**config.mk**
```make
export PLATFORM = sky130hd
export DESIGN_NAME = evm_param
export DESIGN_NICKNAME = d
export VERILOG_FILES = /design/src/rtl/evm_pkg.sv /design/src/rtl/evm_btn_filter.sv /design/src/rtl/evm_param.sv
export SDC_FILE = /design/constraint.sdc
export NUM_CORES = 1
export LEC_CHECK = 0
export BUFFER_PORTS_ARGS = -buffer_cell sky130_fd_sc_hd__buf_2
export CAP_MARGIN = 15
export CORE_UTILIZATION = 50
export DETAILED_ROUTE_END_ITERATION = 6
export PLACE_DENSITY = 0.73
export SLEW_MARGIN = 20
export SYNTH_ARGS = -nofsm -noshare
export SYNTH_HDL_FRONTEND = slang
export SYNTH_SLANG_ARGS = --single-unit
```
**constraint.sdc**
```tcl
create_clock -name clock -period 8.71 [get_ports clock]
set_clock_uncertainty 0.15 [all_clocks]
set_input_delay 0 -clock clock [delete_from_list [all_inputs] [get_ports clock]]
set_output_delay 0 -clock clock [all_outputs]
set_load 0.01 [all_outputs]
```
**src/rtl/evm_pkg.sv**
```systemverilog
// rtl/evm_pkg.sv - shared types, mode encodings and one-hot helpers for the voting machine
package evm_pkg;

  typedef enum logic [1:0] {
    IDLE         = 2'd0,
    ARMED        = 2'd1,
    DEBOUNCE     = 2'd2,
    WAIT_RELEASE = 2'd3
  } vote_state_t;

  localparam logic MODE_VOTE   = 1'b0;
  localparam logic MODE_RESULT = 1'b1;

  // Helpers take the widest supported button vector; callers zero-extend.
  localparam int MAX_CAND  = 32;
  localparam int MAX_IDX_W = 5;
  localparam logic [MAX_CAND-1:0] ONE_VEC = 1;

  function automatic logic is_onehot(input logic [MAX_CAND-1:0] vec);
    return (vec != '0) && ((vec & (vec - ONE_VEC)) == '0);
  endfunction

  function automatic logic [MAX_IDX_W-1:0] onehot_to_idx(input logic [MAX_CAND-1:0] vec);
    logic [MAX_IDX_W-1:0] idx;
    idx = '0;
    for (int i = 0; i < MAX_CAND; i++) begin
      if (vec[i]) idx = MAX_IDX_W'(i);
    end
    return idx;
  endfunction

endpackage

```
**src/rtl/evm_btn_filter.sv**
```systemverilog
// rtl/evm_btn_filter.sv - button one-hot check, code latch, debounce counter and release detect
module evm_btn_filter
  import evm_pkg::*;
#(
  parameter int NUM_CAND     = 6,
  parameter int DEBOUNCE_CYC = 10,
  parameter int IDX_W        = 3
) (
  input  logic                clock,
  input  logic                reset,
  input  logic [NUM_CAND-1:0] cand_btn,
  input  logic                load,
  input  logic                hold,
  output logic                btn_idle,
  output logic                btn_single,
  output logic                press_multi,
  output logic                press_same,
  output logic                press_valid,
  output logic [IDX_W-1:0]    press_idx
);

  localparam int CNT_BITS = $clog2(DEBOUNCE_CYC + 1);
  // The vote commits on the edge where the count would reach DEBOUNCE_CYC.
  localparam logic [CNT_BITS-1:0] CNT_LAST = CNT_BITS'(DEBOUNCE_CYC - 1);

  logic [NUM_CAND-1:0] code;
  logic [CNT_BITS-1:0] cnt;
  logic [MAX_CAND-1:0] btn_ext;

  assign btn_ext     = MAX_CAND'(cand_btn);
  assign btn_idle    = (cand_btn == '0);
  assign btn_single  = is_onehot(btn_ext);
  assign press_multi = !btn_idle && !btn_single;
  assign press_same  = (cand_btn == code);
  assign press_valid = press_same && (cnt == CNT_LAST);

  // Latch a fresh single-button code with count 1, or extend the stable run.
  always_ff @(posedge clock) begin
    if (reset) begin
      code      <= '0;
      cnt       <= '0;
      press_idx <= '0;
    end else if (load) begin
      code      <= cand_btn;
      cnt       <= CNT_BITS'(1);
      press_idx <= IDX_W'(onehot_to_idx(btn_ext));
    end else if (hold) begin
      cnt <= cnt + 1'b1;
    end
  end

endmodule

```
**src/rtl/evm_param.sv**
```systemverilog
// rtl/evm_param.sv - parametrised voting machine: ballot FSM, tallies, display mux, winner
module evm_param
  import evm_pkg::*;
#(
  parameter int NUM_CAND     = 6,
  parameter int CNT_W        = 8,
  parameter int DEBOUNCE_CYC = 10,
  localparam int IDX_W       = $clog2(NUM_CAND)
) (
  input  logic                   clock,
  input  logic                   reset,
  input  logic                   mode,
  input  logic                   voter_enable,
  input  logic [NUM_CAND-1:0]    cand_btn,
  output logic                   ballot_armed,
  output logic                   vote_accepted,
  output logic                   invalid_press,
  output logic [CNT_W-1:0]       result,
  output logic [IDX_W-1:0]       sel_idx,
  output logic [IDX_W-1:0]       winner_idx,
  output logic                   winner_valid,
  output logic                   tie,
  output logic [CNT_W+IDX_W-1:0] total_votes
);

  localparam int TOT_W = CNT_W + IDX_W;
  localparam logic [CNT_W-1:0] TALLY_MAX = '1;

  vote_state_t state, state_nxt;
  logic armed_nxt, load, hold, do_vote, do_inv;
  logic btn_idle, btn_single, press_multi, press_same, press_valid;
  logic [IDX_W-1:0] press_idx, btn_idx;
  logic [CNT_W-1:0] tally [NUM_CAND];
  logic prev_mode;
  logic [NUM_CAND-1:0] prev_btn;
  logic [CNT_W-1:0] best_val;
  logic [IDX_W-1:0] best_idx;
  logic best_dup;
  logic [TOT_W-1:0] sum;

  evm_btn_filter #(
    .NUM_CAND    (NUM_CAND),
    .DEBOUNCE_CYC(DEBOUNCE_CYC),
    .IDX_W       (IDX_W)
  ) u_filter (
    .clock      (clock),
    .reset      (reset),
    .cand_btn   (cand_btn),
    .load       (load),
    .hold       (hold),
    .btn_idle   (btn_idle),
    .btn_single (btn_single),
    .press_multi(press_multi),
    .press_same (press_same),
    .press_valid(press_valid),
    .press_idx  (press_idx)
  );

  assign btn_idx = IDX_W'(onehot_to_idx(MAX_CAND'(cand_btn)));

  // Ballot state register.
  always_ff @(posedge clock) begin
    if (reset) state <= IDLE;
    else       state <= state_nxt;
  end

  // Next-state and control decode; a completing debounce wins over a mode change.
  always_comb begin
    state_nxt = state;
    armed_nxt = ballot_armed;
    load      = 1'b0;
    hold      = 1'b0;
    do_vote   = 1'b0;
    do_inv    = 1'b0;
    case (state)
      IDLE: begin
        if (mode == MODE_VOTE && voter_enable) begin
          state_nxt = ARMED;
          armed_nxt = 1'b1;
        end
      end
      ARMED: begin
        if (mode == MODE_RESULT) begin
          state_nxt = WAIT_RELEASE;
        end else if (press_multi) begin
          do_inv    = 1'b1;
          state_nxt = WAIT_RELEASE;
        end else if (btn_single) begin
          load      = 1'b1;
          state_nxt = DEBOUNCE;
        end
      end
      DEBOUNCE: begin
        if (press_valid) begin
          do_vote   = 1'b1;
          armed_nxt = 1'b0;
          state_nxt = WAIT_RELEASE;
        end else if (mode == MODE_RESULT) begin
          state_nxt = WAIT_RELEASE;
        end else if (btn_idle) begin
          state_nxt = ARMED;
        end else if (press_same) begin
          hold = 1'b1;
        end else if (btn_single) begin
          load = 1'b1;
        end else begin
          do_inv    = 1'b1;
          state_nxt = WAIT_RELEASE;
        end
      end
      WAIT_RELEASE: begin
        if (mode == MODE_VOTE && btn_idle) begin
          state_nxt = ballot_armed ? ARMED : IDLE;
        end
      end
      default: state_nxt = IDLE;
    endcase
  end

  // Armed flag, event pulses and saturating tallies.
  always_ff @(posedge clock) begin
    if (reset) begin
      ballot_armed  <= 1'b0;
      vote_accepted <= 1'b0;
      invalid_press <= 1'b0;
      for (int i = 0; i < NUM_CAND; i++) tally[i] <= '0;
    end else begin
      ballot_armed  <= armed_nxt;
      vote_accepted <= do_vote;
      invalid_press <= do_inv;
      if (do_vote && tally[press_idx] != TALLY_MAX) begin
        tally[press_idx] <= tally[press_idx] + 1'b1;
      end
    end
  end

  // Result-mode display selection and registered readout.
  always_ff @(posedge clock) begin
    if (reset) begin
      prev_mode <= MODE_VOTE;
      prev_btn  <= '0;
      sel_idx   <= '0;
      result    <= '0;
    end else begin
      prev_mode <= mode;
      prev_btn  <= cand_btn;
      if (mode == MODE_RESULT) begin
        if (prev_mode != MODE_RESULT) begin
          sel_idx <= '0;
        end else if (btn_single && ((cand_btn & ~prev_btn) != '0)) begin
          sel_idx <= btn_idx;
        end
      end
      result <= (mode == MODE_RESULT) ? tally[sel_idx] : '0;
    end
  end

  // Maximum search keeps the lowest index; any later equal value marks a duplicate.
  always_comb begin
    best_val = '0;
    best_idx = '0;
    best_dup = 1'b0;
    sum      = '0;
    for (int i = 0; i < NUM_CAND; i++) begin
      sum = sum + TOT_W'(tally[i]);
      if (tally[i] > best_val) begin
        best_val = tally[i];
        best_idx = IDX_W'(i);
        best_dup = 1'b0;
      end else if (tally[i] == best_val) begin
        best_dup = 1'b1;
      end
    end
  end

  // Register the winner summary every cycle.
  always_ff @(posedge clock) begin
    if (reset) begin
      winner_idx   <= '0;
      winner_valid <= 1'b0;
      tie          <= 1'b0;
      total_votes  <= '0;
    end else begin
      winner_idx   <= best_idx;
      winner_valid <= (best_val != '0);
      tie          <= best_dup && (best_val != '0);
      total_votes  <= sum;
    end
  end

endmodule

```
==> metrics.md, run 1 <==
| Metric | Value |
|---|---|
| DRC | `0` |
| Slowest stage delay, CP | `around 0.44 ns` |
| CTS max path bufs | `2` |
| EDFF count, synth | `64` |
| Minimum clock period | `8.63 ns` |
| Horiz. Die Dim | `129 um` |
| Max Cap Viol | `0` |
| Multiplexer share of the synthesized area | `0.137` |
| Sink Count | `119` |
| Nets | `about 970` |
| Arrival time worst endpoint | `8.78 ns` |
| Switching share of power | `0.338` |
| CTS Root Cell | `clkbuf_16` |
| Crit end category | `register` |
| Area grow syn2layout | `27.0%` |
| Status | `finished clean` |
| Mapped Avg Cell Area | `~11 um^2` |
| Ys async rst share | `0` |
| CTS tree | `done` |
| Mapped Area | `8030 um^2` |
| Die ar. | `roughly 17000 um^2` |
| Initial core utilization | `0.520` |
| Worst r2r dst | `winner_valid$_SDFF_PP0_` |
| Largest net degree at the start of global routing | `44` |
| Tcrit/Tclk final | `0.991` |
| I/O Buffers | `39` |
| Final hold violations | `0` |
| VDD IR-drop max | `0.153 mV` |
| Combinational share of power | `0.458` |
| Drt wl/cell | `~20 um` |
| Slowest CP cell | `o41a_1` |
| Setup TNS | `0 ns` |
| Clock power frac | `0.277` |
| Hold Crit Class | `input port to register` |
| Number of global-route vias before repair | `around 6400` |
| Area after DPL | `between 8000 and 9000 um^2` |
| Sequential-to-total area share from yosys stat | `0.377` |
| Num CTS Buffers | `17` |
| Unrepaired setup endpoints after global routing | `true` |
| Area leader, netlist | `edfxtp_1` |
| CORE AREA | `about 15000 um^2` |
| Routability cong. | `roughly 0.93` |
| Share of cells above drive strength 1 | `0.330` |
| Clock-pin slew on the worst setup and hold paths | `about 0.060 ns` |
| Synth top area cells | `edfxtp_1 (24%), dfxtp_1 (14%), mux4_2 (9.0%)` |
| DRT Pass-1 Iters | `5` |
| Worst path required time | `slightly below 9 ns` |
| Vias per inst | `slightly below 6` |
| Top Ports | `40` |
| Initial DRC count | `~450` |
| Cell count after synthesis | `around 740` |
| Placed wire-length estimate | `~16000 um` |
| Total congestion overflow | `0` |
| Hold Path End | `u_filter.cnt[0]$_SDFFE_PP0P_` |
| Synth top area share | `0.239` |
| Pwr dens | `about 250 nW/um^2` |
| Main combinational cell family by area after synthesis | `adder cells` |
| Initial antenna violation count | `0` |
| Die H | `129 um` |
| Slew headroom | `0.353` |
| Simple-Gate Fraction of Synth Area | `0.138` |
| Crit Path Max Fanout | `8` |
| RR Startpoint | `tally[1][1]$_SDFFCE_PN0P_` |
| Worst R2R Setup Slack | `0.08 ns` |
| Routed via count | `roughly 6400` |
| First-pass GRT wire length | `approximately 33000 um` |
| Flops & latches, synth | `roughly 120` |
| WS Path Type | `register to register` |
| Antenna cell count | `0` |
| Count of cell types in the netlist | `76` |
| Leakage power | `4.14 nW` |
| Post-Layout Inst Area | `about 10000 um^2` |
| Hold Path Origin | `reset` |
| Worst-Skew Late Latency | `0.42 ns` |
| Finished Layout Cells | `approximately 1100` |
| CP startpoint kind | `register` |
| Syn_nets | `838` |
| Total GRT Usage | `0.273` |
| Synth Flop Type | `edfxtp_1` |
| Placed Cells | `about 1000` |
| CTS H-tree lvls | `4` |
| WHS Path Cells | `2` |
| Worst slew pin tran | `about 0.97 ns` |
| Drt total wl | `21900 um` |
| Int Pwr | `about 0.0017 W` |
| Adder-cell share of the synthesized area | `0.164` |
| R2R cell count | `42` |
| Final setup viols | `0` |
| Most frequent CP cell | `a21oi_2` |
| Switching Power | `approximately 0.00087 W` |
| Final Max Tran Viols | `0` |
| FMAX | `approximately 0.12 GHz` |
| Xor/xnor share of the synthesized area | `0.0229` |
| Syn. warnings | `0` |
| Compound-cell area share of the yosys netlist | `0.115` |
| Post-DRT Antenna Nets | `0` |
| Row cnt | `45` |
| Sequential share of power | `0.264` |
metal layers:
metal  wire length [um]  vias to the layer above  track usage
li1                   -                     2928            -
met1               8320                     3163        0.326
met2              11200                      279        0.475
met3               1480                       74       0.0491
met4                913                        0        0.136
met5                  0                        -            0
synthesized netlist by cell type, drive strengths merged (4+ instances only):
cell	n
nor2	104
inv	74
edfxtp	64
dfxtp	55
ha	54
a21oi	35
fa	32
mux4	32
nand2	31
mux2i	25
o21ai	17
clkbuf	14
nor2b	14
nor3	14
xnor2	14
or2	12
nand2b	10
nand4	10
a21o	9
mux2	9
buf	8
nand3	8
and2	7
and3	7
o22ai	7
o31ai	7
xor2	7
o22a	6
nor4	5
o211ai	5
a211oi	4
a311oi	4
a31o	4
logic make-up after synthesis:
logic type / count (synthesis)
buffers and inverters: 96
adder cells (fa/ha/maj): 86
multiplexers: 66
AND/OR/NAND/NOR: 231
XOR/XNOR: 21
flip-flops: 119
AO/OA/AOI/OAI: 123
layout make-up:
type / count / area [um^2]
Clock buffer: 24 / 526
Timing Repair Buffer: 132 / 941
Tap cell: 211 / 264
Multi-Input combinational cell: 527 / 5080
Fill cell: 1189 / 5230
Inverter: 74 / 278
Sequential cell: 119 / 3020
Clock inverter: 8 / 83.8
power by group through the flow:
stage / sequential [W] / combinational [W] / clock, W
2_1_floorplan: 0.000693 / 0.000627 / 0
3_3_place_gp: 0.000685 / 0.000923 / 0
3_5_place_dp: 0.000687 / 0.000945 / 0
4_1_cts: 0.000675 / 0.000977 / 0.000719
5_1_grt: 0.000683 / 0.00129 / 0.000745
6_report: 0.000678 / 0.00118 / 0.000711
per-stage QoR:
step / power [W] / hold WS (ns) / utilization / worst slack, ns
after floorplan: 0.00132 / -0.0483 / - / 0.0319
after global placement: 0.00161 / 0.156 / 0.574 / -0.193
after detailed placement: 0.00163 / 0.184 / 0.574 / -0.387
after CTS: 0.00237 / 0.00931 / 0.623 / 0.00390
after global routing: 0.00272 / 0.0674 / 0.661 / -0.308
final: 0.00257 / 0.0410 / 0.661 / 0.0788
timing repair:
action / in CTS / in global routing
setup endpoints to repair: 5 / 5
hold endpoints to repair: 25 / 0
buffers inserted: 3 / 23
hold buffers: 8 / 0
resized for setup: 13 / 84
pin swaps: 4 / 45
registers in the layout (all words and copies together), names as in the netlist, named ones only:
register,cells
tally,64
total_votes,11
result,8
prev_btn,6
u_filter.code,6
u_filter.cnt,4
sel_idx,3
u_filter.press_idx,3
winner_idx,3
state,2
ballot_armed,1
invalid_press,1
prev_mode,1
tie,1
vote_accepted,1
winner_valid,1
worst max-delay path: cells and delay by family (launching register included):
family	cells	cell delay, ns
fa+ha+maj	5	1.27
buf+inv	5	0.73
flops	1	0.43
simple gates	7	0.86
compound gates	24	4.76
mux	1	0.32
cells in the final DEF, fill, tap and decap left out, types with 7 or more instances in the layout:
cell type and count:
a21oi_2 10, nor2_1 98, a21o_1 8, nand2b_1 10
nand3_1 7, nand2_1 30, clkbuf_16 20, and3_1 7
buf_2 39, dlygate4sd3_1 8, fa_1 32, ha_1 41
buf_4 80, dfxtp_1 54, nor2b_1 9, mux2i_1 19
edfxtp_1 64, inv_1 69, xnor2_1 14, nor3_1 11
ha_4 12, nand4_1 10, mux4_2 32, a21oi_1 23
o21ai_0 8, xor2_1 7
worst max path at each step:
stage	start	endpoint	slack, ns	cells past startpoint
2_1_floorplan	tally[0][1]$_SDFFCE_PN0P_	tie$_SDFF_PP0_	0.03	46
3_3_place_gp	tally[1][1]$_SDFFCE_PN0P_	tie$_SDFF_PP0_	-0.19	40
3_5_place_dp	tally[0][1]$_SDFFCE_PN0P_	tie$_SDFF_PP0_	-0.39	41
4_1_cts	tally[0][1]$_SDFFCE_PN0P_	tie$_SDFF_PP0_	0.004	44
5_1_grt	tally[1][1]$_SDFFCE_PN0P_	winner_valid$_SDFF_PP0_	-0.31	44
6_report	tally[1][1]$_SDFFCE_PN0P_	winner_valid$_SDFF_PP0_	0.08	42
Power figures use the tool's default switching activity.
==> inputs of run 2 (changes only) <==
--- a/config.mk
+++ b/config.mk
@@ -5,6 +5,7 @@
 export SDC_FILE = /design/constraint.sdc
 export NUM_CORES = 1
 export LEC_CHECK = 0
+export ABC_AREA = 1
 export BUFFER_PORTS_ARGS = -buffer_cell sky130_fd_sc_hd__buf_2
 export CAP_MARGIN = 15
 export CORE_UTILIZATION = 50
==> run 2 against run 1 <==
Effect of this change: setup slack gained 1.4 ns; wire length grew 2.1%; worst hold slack gained 0.22 ns; non-clock buffer count shrank 77; cell count grew 16%; clock-buffer cell count shrank 5; final area shrank 11%; critical path depth grew 7.
==> metrics.md, run 2 <==
| Metric | Value |
|---|---|
| Status | `finished clean` |
| Pwr dens | `225 nW/um^2 (-10%)` |
| CORE AREA | `15400 um^2 (unchanged)` |
| Row cnt | `45 (unchanged)` |
| Synth top area cells | `edfxtp_1 (24%), dfxtp_1 (14%), ha_1 (8.4%)` |
| Final Max Tran Viols | `0 (unchanged)` |
| Sequential share of power | `0.327 (+0.063)` |
| Ys async rst share | `0 (unchanged)` |
| RR Startpoint | `tally[0][2]$_SDFFCE_PN0P_` |
| Synth top area share | `0.240 (+0.000336)` |
| Horiz. Die Dim | `129 um (about the same)` |
| Switching share of power | `0.353 (+0.0151)` |
| Multi-input gate area | `4280 um^2 (-16%)` |
| Filler instances | `1408 (+18%)` |
| Hold Path Origin | `cand_btn[3]` |
| Number of global-route vias before repair | `6739 (+4.6%)` |
| WS Path Type | `register to register` |
| DRT Pass-1 Iters | `5 (unchanged)` |
| Top Ports | `40 (unchanged)` |
| First-pass GRT wire length | `35200 um (+5.5%)` |
| CTS Root Cell | `clkbuf_16` |
| Slowest CP cell | `edfxtp_1` |
| Cell count after synthesis | `1001 (+35%)` |
| Worst path required time | `8.87 ns (about the same)` |
| Hold Crit Class | `input port to register` |
| CTS H-tree lvls | `4 (unchanged)` |
| CTS max path bufs | `2 (unchanged)` |
| CP startpoint kind | `register` |
| Max Cap Viol | `0 (unchanged)` |
| Mapped Area | `8020 um^2 (-0.14%)` |
| Sequential-to-total area share from yosys stat | `0.377 (+0.000529)` |
| Syn. warnings | `0 (unchanged)` |
| Largest regs | `tally: 64 flops, total_votes: 11 flops, result: 8 flops` |
| Switching Power | `0.000724 W (-17%)` |
| Initial DRC count | `761 (+71%)` |
| Largest net degree at the start of global routing | `45 (+2.3%)` |
| Crit Path Max Fanout | `19 (+11)` |
| Critical Path Start | `tally[0][2]$_SDFFCE_PN0P_` |
| Worst slew pin tran | `0.999 ns (+0.0328 ns)` |
| Register Area | `3020 um^2 (about the same)` |
| Num CTS Buffers | `17 (unchanged)` |
| Area grow syn2layout | `13.4%` |
| Placed wire-length estimate | `16500 um (+2.8%)` |
| Slew headroom | `0.333 (-0.0204)` |
| Combinational share of power | `0.324 (-0.134)` |
| Slowest stage delay, CP | `0.47 ns (+0.03 ns)` |
| Clock power frac | `0.348 (+0.071)` |
| Most frequent cells in the layout | `inv_1 (150), nand2_1 (141), nor2_1 (133), o21ai_0 (112), a21oi_1 (77)` |
| Routed via count | `7130 (+11%)` |
| Total power | `0.00205 W (-20%)` |
| Synth Flop Type | `edfxtp_1` |
| Minimum clock period | `7.28 ns (-1.35 ns)` |
| EDFF count, synth | `64 (unchanged)` |
| Post-cts sizing count | `0 (-13)` |
| Post-DRT Antenna Nets | `0 (unchanged)` |
| Synth top cells by count | `inv_1 (150), nand2_1 (141), nor2_1 (133)` |
| Total GRT Usage | `0.289 (+0.0163)` |
| Worst-Skew Late Latency | `0.44 ns (+0.02 ns)` |
| Most frequent CP cell | `nand2_1` |
| Unrepaired setup endpoints after global routing | `false` |
| Share of cells above drive strength 1 | `0.0928 (-0.238)` |
| Area leader, netlist | `edfxtp_1` |
| Crit end category | `register` |
| Int Pwr | `0.00132 W (-22%)` |
| Commonest non-fill, non-tap cell in the layout | `inv_1` |
| Vias per inst | `5.63 (-4.4%)` |
| Flops & latches, synth | `119 (unchanged)` |
| Mapped Avg Cell Area | `8.01 um^2 (-26%)` |
| Initial core utilization | `0.520 (-0.000730)` |
| Routability cong. | `0.961 (+3.1%)` |
| Total congestion overflow | `0 (unchanged)` |
| Sink Count | `119 (unchanged)` |
| I/O Buffers | `39 (unchanged)` |
| Initial antenna violation count | `0 (unchanged)` |
| Tcrit/Tclk final | `0.835 (-0.156)` |
| Hold_buf cts | `13 (+5)` |
| Count leader, synth | `inv_1` |
| Kind of cell adding the most delay to the critical path | `simple AND/OR/NAND/NOR gates` |
| Largest register FFs | `64 (unchanged)` |
| Nets | `1139 (+18%)` |
| Syn_nets | `1097 (+31%)` |
| DRC | `0 (unchanged)` |
| Setup TNS | `0 ns (unchanged)` |
| Leakage power | `4.01 nW (-3.3%)` |
| Final hold violations | `0 (unchanged)` |
| Die H | `129 um (about the same)` |
| Top reg by flops | `tally` |
| Count of cell types in the netlist | `45 (-41%)` |
| WP buf/inv | `6 (+1)` |
| VDD IR-drop max | `0.159 mV (+3.7%)` |
| CTS tree | `done` |
| Antenna cell count | `0 (unchanged)` |
| Drt total wl | `22300 um (+2.1%)` |
| Drt wl/cell | `17.6 um (-12%)` |
| Die ar. | `16500 um^2 (-0.14%)` |
| Arrival time worst endpoint | `7.44 ns (-1.34 ns)` |
| Final setup viols | `0 (unchanged)` |
| Clock-pin slew on the worst setup and hold paths | `0.06 ns (about the same)` |
| FMAX | `0.137 GHz (+19%)` |
| Post-CTS Setup Bufs | `0 (-3)` |
[run 2: cell types whose count changed after synthesis, sizes merged, moves of 9 or more]
cell    before  now
nand2       31  156
o21ai       17  117
inv         74  153
a21oi       35   77
nand3        8   46
mux4        32    0
nor2       104  135
mux2i       25    1
nor2b       14    0
xnor2       14    1
clkbuf      14   25
or2         12    1
nand2b      10    0
mux2         9    0
[run 2: power by group through the flow]
stage,combinational [W],sequential [W],clock [W]
2_1_floorplan,0.000477,0.000688,0
4_1_cts,0.000663,0.000669,0.000717
3_3_place_gp,0.000639,0.000680,0
3_5_place_dp,0.000651,0.000681,0
6_report,0.000664,0.000670,0.000713
5_1_grt,0.000769,0.000674,0.000740
[run 2: cells by family after synthesis]
kind of cell    Yosys count  synth area share
fa+ha+maj                86             0.164
compound gates          236             0.160
simple gates            365             0.201
buf+inv                 187            0.0890
xor+xnor                  7           0.00765
flops                   119             0.377
mux                       1           0.00125
[run 2: final cells by class]
class,instances,area share
Sequential cell,119,0.333
Inverter,155,0.0640
Tap cell,211,0.0290
Timing Repair Buffer,55,0.0383
Multi-Input combinational cell,695,0.471
Clock inverter,13,0.0153
Clock buffer,19,0.0500
[run 2: worst register-to-register path, delay by kind of cell (launching register included)]
family	cells	cell delay, ns
buffers and inverters	6	0.50
adders and majority gates	5	1.45
AOI/OAI and AO/OA	9	1.58
DFF	1	0.47
and+or+nand+nor	29	3.05
[run 2: layer usage]
layer	track usage	vias up	part of all wire
met5	0	-	0
met4	0.149	0	0.041
met3	0.0565	70	0.088
met2	0.461	384	0.45
met1	0.375	3271	0.42
li1	-	3405	-
[run 2: path summary, 6_finish.rpt]
path	slack [ns]	end	cells past startpoint
min reg2reg	0.32	u_filter.code[0]$_SDFFE_PP0P_	2
max reg2reg	1.43	tie$_SDFF_PP0_	49
min	0.27	prev_btn[3]$_SDFF_PP0_	4
max	1.43	tie$_SDFF_PP0_	49
[run 2: per-stage QoR]
stage | std cells | setup slack (ns) | cell area [um^2] | hold WS, ns | utilization
after CTS | 1267 | 1.53 | 9090 | 0.247 | 0.589
after detailed placement | 1222 | 1.54 | 8370 | 0.150 | 0.542
after global routing | 1267 | 0.672 | 9090 | 0.298 | 0.589
final | 1267 | 1.43 | 9090 | 0.266 | 0.589
after floorplan | 1001 | 2.12 | 8020 | -0.0139 | -
after global placement | 1222 | 1.64 | 8370 | 0.148 | 0.542
==> inputs of run 3 (changes only) <==
--- a/config.mk
+++ b/config.mk
@@ -5,12 +5,12 @@
 export SDC_FILE = /design/constraint.sdc
 export NUM_CORES = 1
 export LEC_CHECK = 0
-export ABC_AREA = 1
+export ABC_AREA = 0
 export BUFFER_PORTS_ARGS = -buffer_cell sky130_fd_sc_hd__buf_2
 export CAP_MARGIN = 15
 export CORE_UTILIZATION = 50
 export DETAILED_ROUTE_END_ITERATION = 6
-export PLACE_DENSITY = 0.73
+export PLACE_DENSITY = 0.7
 export SLEW_MARGIN = 20
 export SYNTH_ARGS = -nofsm -noshare
 export SYNTH_HDL_FRONTEND = slang
==> constraint.sdc (replaced) <==
create_clock -name clock -period 7.5 [get_ports clock]
set_clock_uncertainty 0.15 [all_clocks]
set_input_delay 0 -clock clock [delete_from_list [all_inputs] [get_ports clock]]
set_output_delay 0 -clock clock [all_outputs]
set_load 0.01 [all_outputs]
==> run 3 against run 2 <==
Effect of this change: the flow now finishes with violations (setup timing); sequential power is 17% higher; setup slack got worse by 2.8 ns; die area is 0.14% higher; core utilization rose by 12 points; combinational power up 130%; wire length grew 11%; final area grew 20%; critical path type unchanged; largest power group is now combinational cells.
==> metrics.md, run 3 (synthesis results as in run 1) <==
| Metric | Value |
|---|---|
| DRC | `0 (unchanged)` |
| I/O Buffers | `39 (unchanged)` |
| Hold Crit Class | `input port to register` |
| Combinational share of power | `0.496 (+0.172)` |
| Finished Core Util | `0.705 (+0.116)` |
| Unrepaired setup endpoints after global routing | `true` |
| Largest register FFs | `64 (unchanged)` |
| Switching share of power | `0.363 (+0.00972)` |
| Nets | `1052 (-7.6%)` |
| Area after DPL | `9300 um^2 (+11%)` |
| Status | `finished, violations left` |
| Commonest non-fill, non-tap cell in the layout | `buf_4` |
| Crit end category | `register` |
| FMAX | `0.113 GHz (-18%)` |
| Failing checks | `setup timing` |
| CTS max path bufs | `2 (unchanged)` |
| CP startpoint kind | `register` |
| Placed Cells | `1072 (-12%)` |
| CTS tree | `done` |
| Post-Layout Inst Area | `10900 um^2 (+20%)` |
| Placed wire-length estimate | `17200 um (+4.5%)` |
| Finished Layout Cells | `1180 (-6.9%)` |
| Final hold violations | `0 (unchanged)` |
| Slowest stage delay, CP | `0.44 ns (-0.03 ns)` |
| Multi-input gate area | `5160 um^2 (+20%)` |
| Initial core utilization | `0.520 (+0.000730)` |
| Horiz. Die Dim | `129 um (about the same)` |
| Final setup viols | `5 (+5)` |
| Max Cap Viol | `0 (unchanged)` |
| Total congestion overflow | `0 (unchanged)` |
| Clock power frac | `0.251 (-0.097)` |
| Worst path required time | `7.67 ns (-1.20 ns)` |
| Antenna cell count | `0 (unchanged)` |
| Final Max Tran Viols | `0 (unchanged)` |
| CORE AREA | `15400 um^2 (unchanged)` |
| Die H | `129 um (about the same)` |
| Top reg by flops | `tally` |
| Initial antenna violation count | `0 (unchanged)` |
| Drt total wl | `24800 um (+11%)` |
| Num CTS Buffers | `17 (unchanged)` |
| Area grow syn2layout | `35.4%` |
| Total GRT Usage | `0.306 (+0.0167)` |
| Switching Power | `0.00113 W (+56%)` |
| CTS Root Cell | `clkbuf_16` |
| Crit Path Max Fanout | `5 (-14)` |
| VDD IR-drop max | `0.172 mV (+8.5%)` |
| Vias per inst | `5.91 (+5.0%)` |
| Number of global-route vias before repair | `7153 (+6.1%)` |
| Most frequent CP cell | `buf_4` |
| Clock-pin slew on the worst setup and hold paths | `0.06 ns (about the same)` |
| Minimum clock period | `8.84 ns (+1.56 ns)` |
| Register Area | `3020 um^2 (about the same)` |
| Worst-Skew Late Latency | `0.43 ns (about the same)` |
| Slew headroom | `0.320 (-0.0127)` |
| DRT Pass-1 Iters | `5 (unchanged)` |
| WS Path Type | `register to register` |
| Leakage power | `4.52 nW (+13%)` |
| Sink Count | `119 (unchanged)` |
| First-pass GRT wire length | `37200 um (+5.7%)` |
| Slowest CP cell | `edfxtp_1` |
| Routability cong. | `0.926 (-3.7%)` |
| Initial DRC count | `603 (-21%)` |
| Int Pwr | `0.00198 W (+50%)` |
| Final worst slack | `-1.34 ns (-2.77 ns)` |
| Worst slew pin tran | `1.02 ns (+0.0166 ns)` |
| Die ar. | `16600 um^2 (+0.14%)` |
| Drt wl/cell | `21.0 um (+19%)` |
| Row cnt | `45 (unchanged)` |
| Sequential share of power | `0.253 (-0.074)` |
| Setup WS pre-CTS | `-1.12 ns (-2.66 ns)` |
| Pwr dens | `286 nW/um^2 (+27%)` |
| Filler instances | `1101 (-22%)` |
| Top Ports | `40 (unchanged)` |
| Most frequent cells in the layout | `buf_4 (160), nor2_1 (97), inv_1 (69), edfxtp_1 (64), dfxtp_1 (54)` |
| Arrival time worst endpoint | `9.00 ns (+1.56 ns)` |
| Tcrit/Tclk final | `1.18 (+0.343)` |
| CTS H-tree lvls | `4 (unchanged)` |
| Share of cells above drive strength 1 | `0.389 (+0.296)` |
| Post-DRT Antenna Nets | `0 (unchanged)` |
| Largest regs | `tally: 64 flops, total_votes: 11 flops, result: 8 flops` |
| Largest net degree at the start of global routing | `44 (-2.2%)` |
| Routed via count | `6974 (-2.2%)` |
-- run 3: changes by cell type in the layout (fill, tap and decap cells not counted), moves of 16 or more --
cell     change
a21oi_1     -55
buf_4      +157
ha_1        -16
inv_1       -81
mux2i_1     +19
mux4_2      +32
nand2_1    -111
nand3_1     -39
nor2_1      -36
o21ai_0    -101
-- run 3: final cells by class --
type,instances,area share
multi-input combinational,528,0.474
sequential,119,0.278
timing repair buffer,216,0.146
clock buffer,17,0.0391
inverter,74,0.0260
tap,211,0.0243
clock inverter,15,0.0124
-- run 3: final timing paths --
kind	from	slack (ns)	depth (start not counted)	end
setup / recovery	tally[1][7]$_SDFFCE_PN0P_	-1.34	57	winner_valid$_SDFF_PP0_
setup reg to reg	tally[1][7]$_SDFFCE_PN0P_	-1.34	57	winner_valid$_SDFF_PP0_
hold / removal	cand_btn[0]	0.31	4	prev_btn[0]$_SDFF_PP0_
hold reg to reg	u_filter.code[0]$_SDFFE_PP0P_	0.35	1	u_filter.code[0]$_SDFFE_PP0P_
-- run 3: critical path, delay by kind of cell (launching register included) --
kind	cells	cell delay [ns]
compound gates	11	1.76
fa+ha+maj	3	0.82
simple gates	10	1.29
flops	1	0.44
mux	1	0.19
buf+inv	32	4.11
-- run 3: routing by layer --
metal | global-route usage | vias to the layer above | share of wire
met4 | 0.179 | 0 | 0.058
met5 | 0 | - | 0
met1 | 0.346 | 3454 | 0.36
met3 | 0.0578 | 111 | 0.057
met2 | 0.541 | 295 | 0.52
li1 | - | 3114 | -
-- run 3: power by group through the flow --
stage,clock [W],sequential (W),combinational [W]
floorplan,0,0.000806,0.000791
global placement,0,0.000794,0.00121
detailed placement,0,0.000797,0.00124
CTS,0.000783,0.000784,0.00142
global route,0.000810,0.000791,0.00168
finish,0.000781,0.000786,0.00155
-- run 3: per-stage QoR --
stage	TNS (ns)	hold WS (ns)	total power, W
finish	-6.05	0.308	0.00311
CTS	-4.06	0.262	0.00299
global route	-7.31	0.334	0.00328
detailed placement	-4.99	0.158	0.00204
floorplan	-1.84	-0.0483	0.00160
global placement	-3.93	0.151	0.00200
-- run 3: what timing repair did --
action | CTS | global route
setup buffers | 48 | 17
pin swaps | 22 | 16
endpoints found under the setup margin | 5 | 5
hold buffers | 10 | 0
cloned | 1 | 0
resized for setup | 44 | 29
hold endpoints to repair | 40 | 0
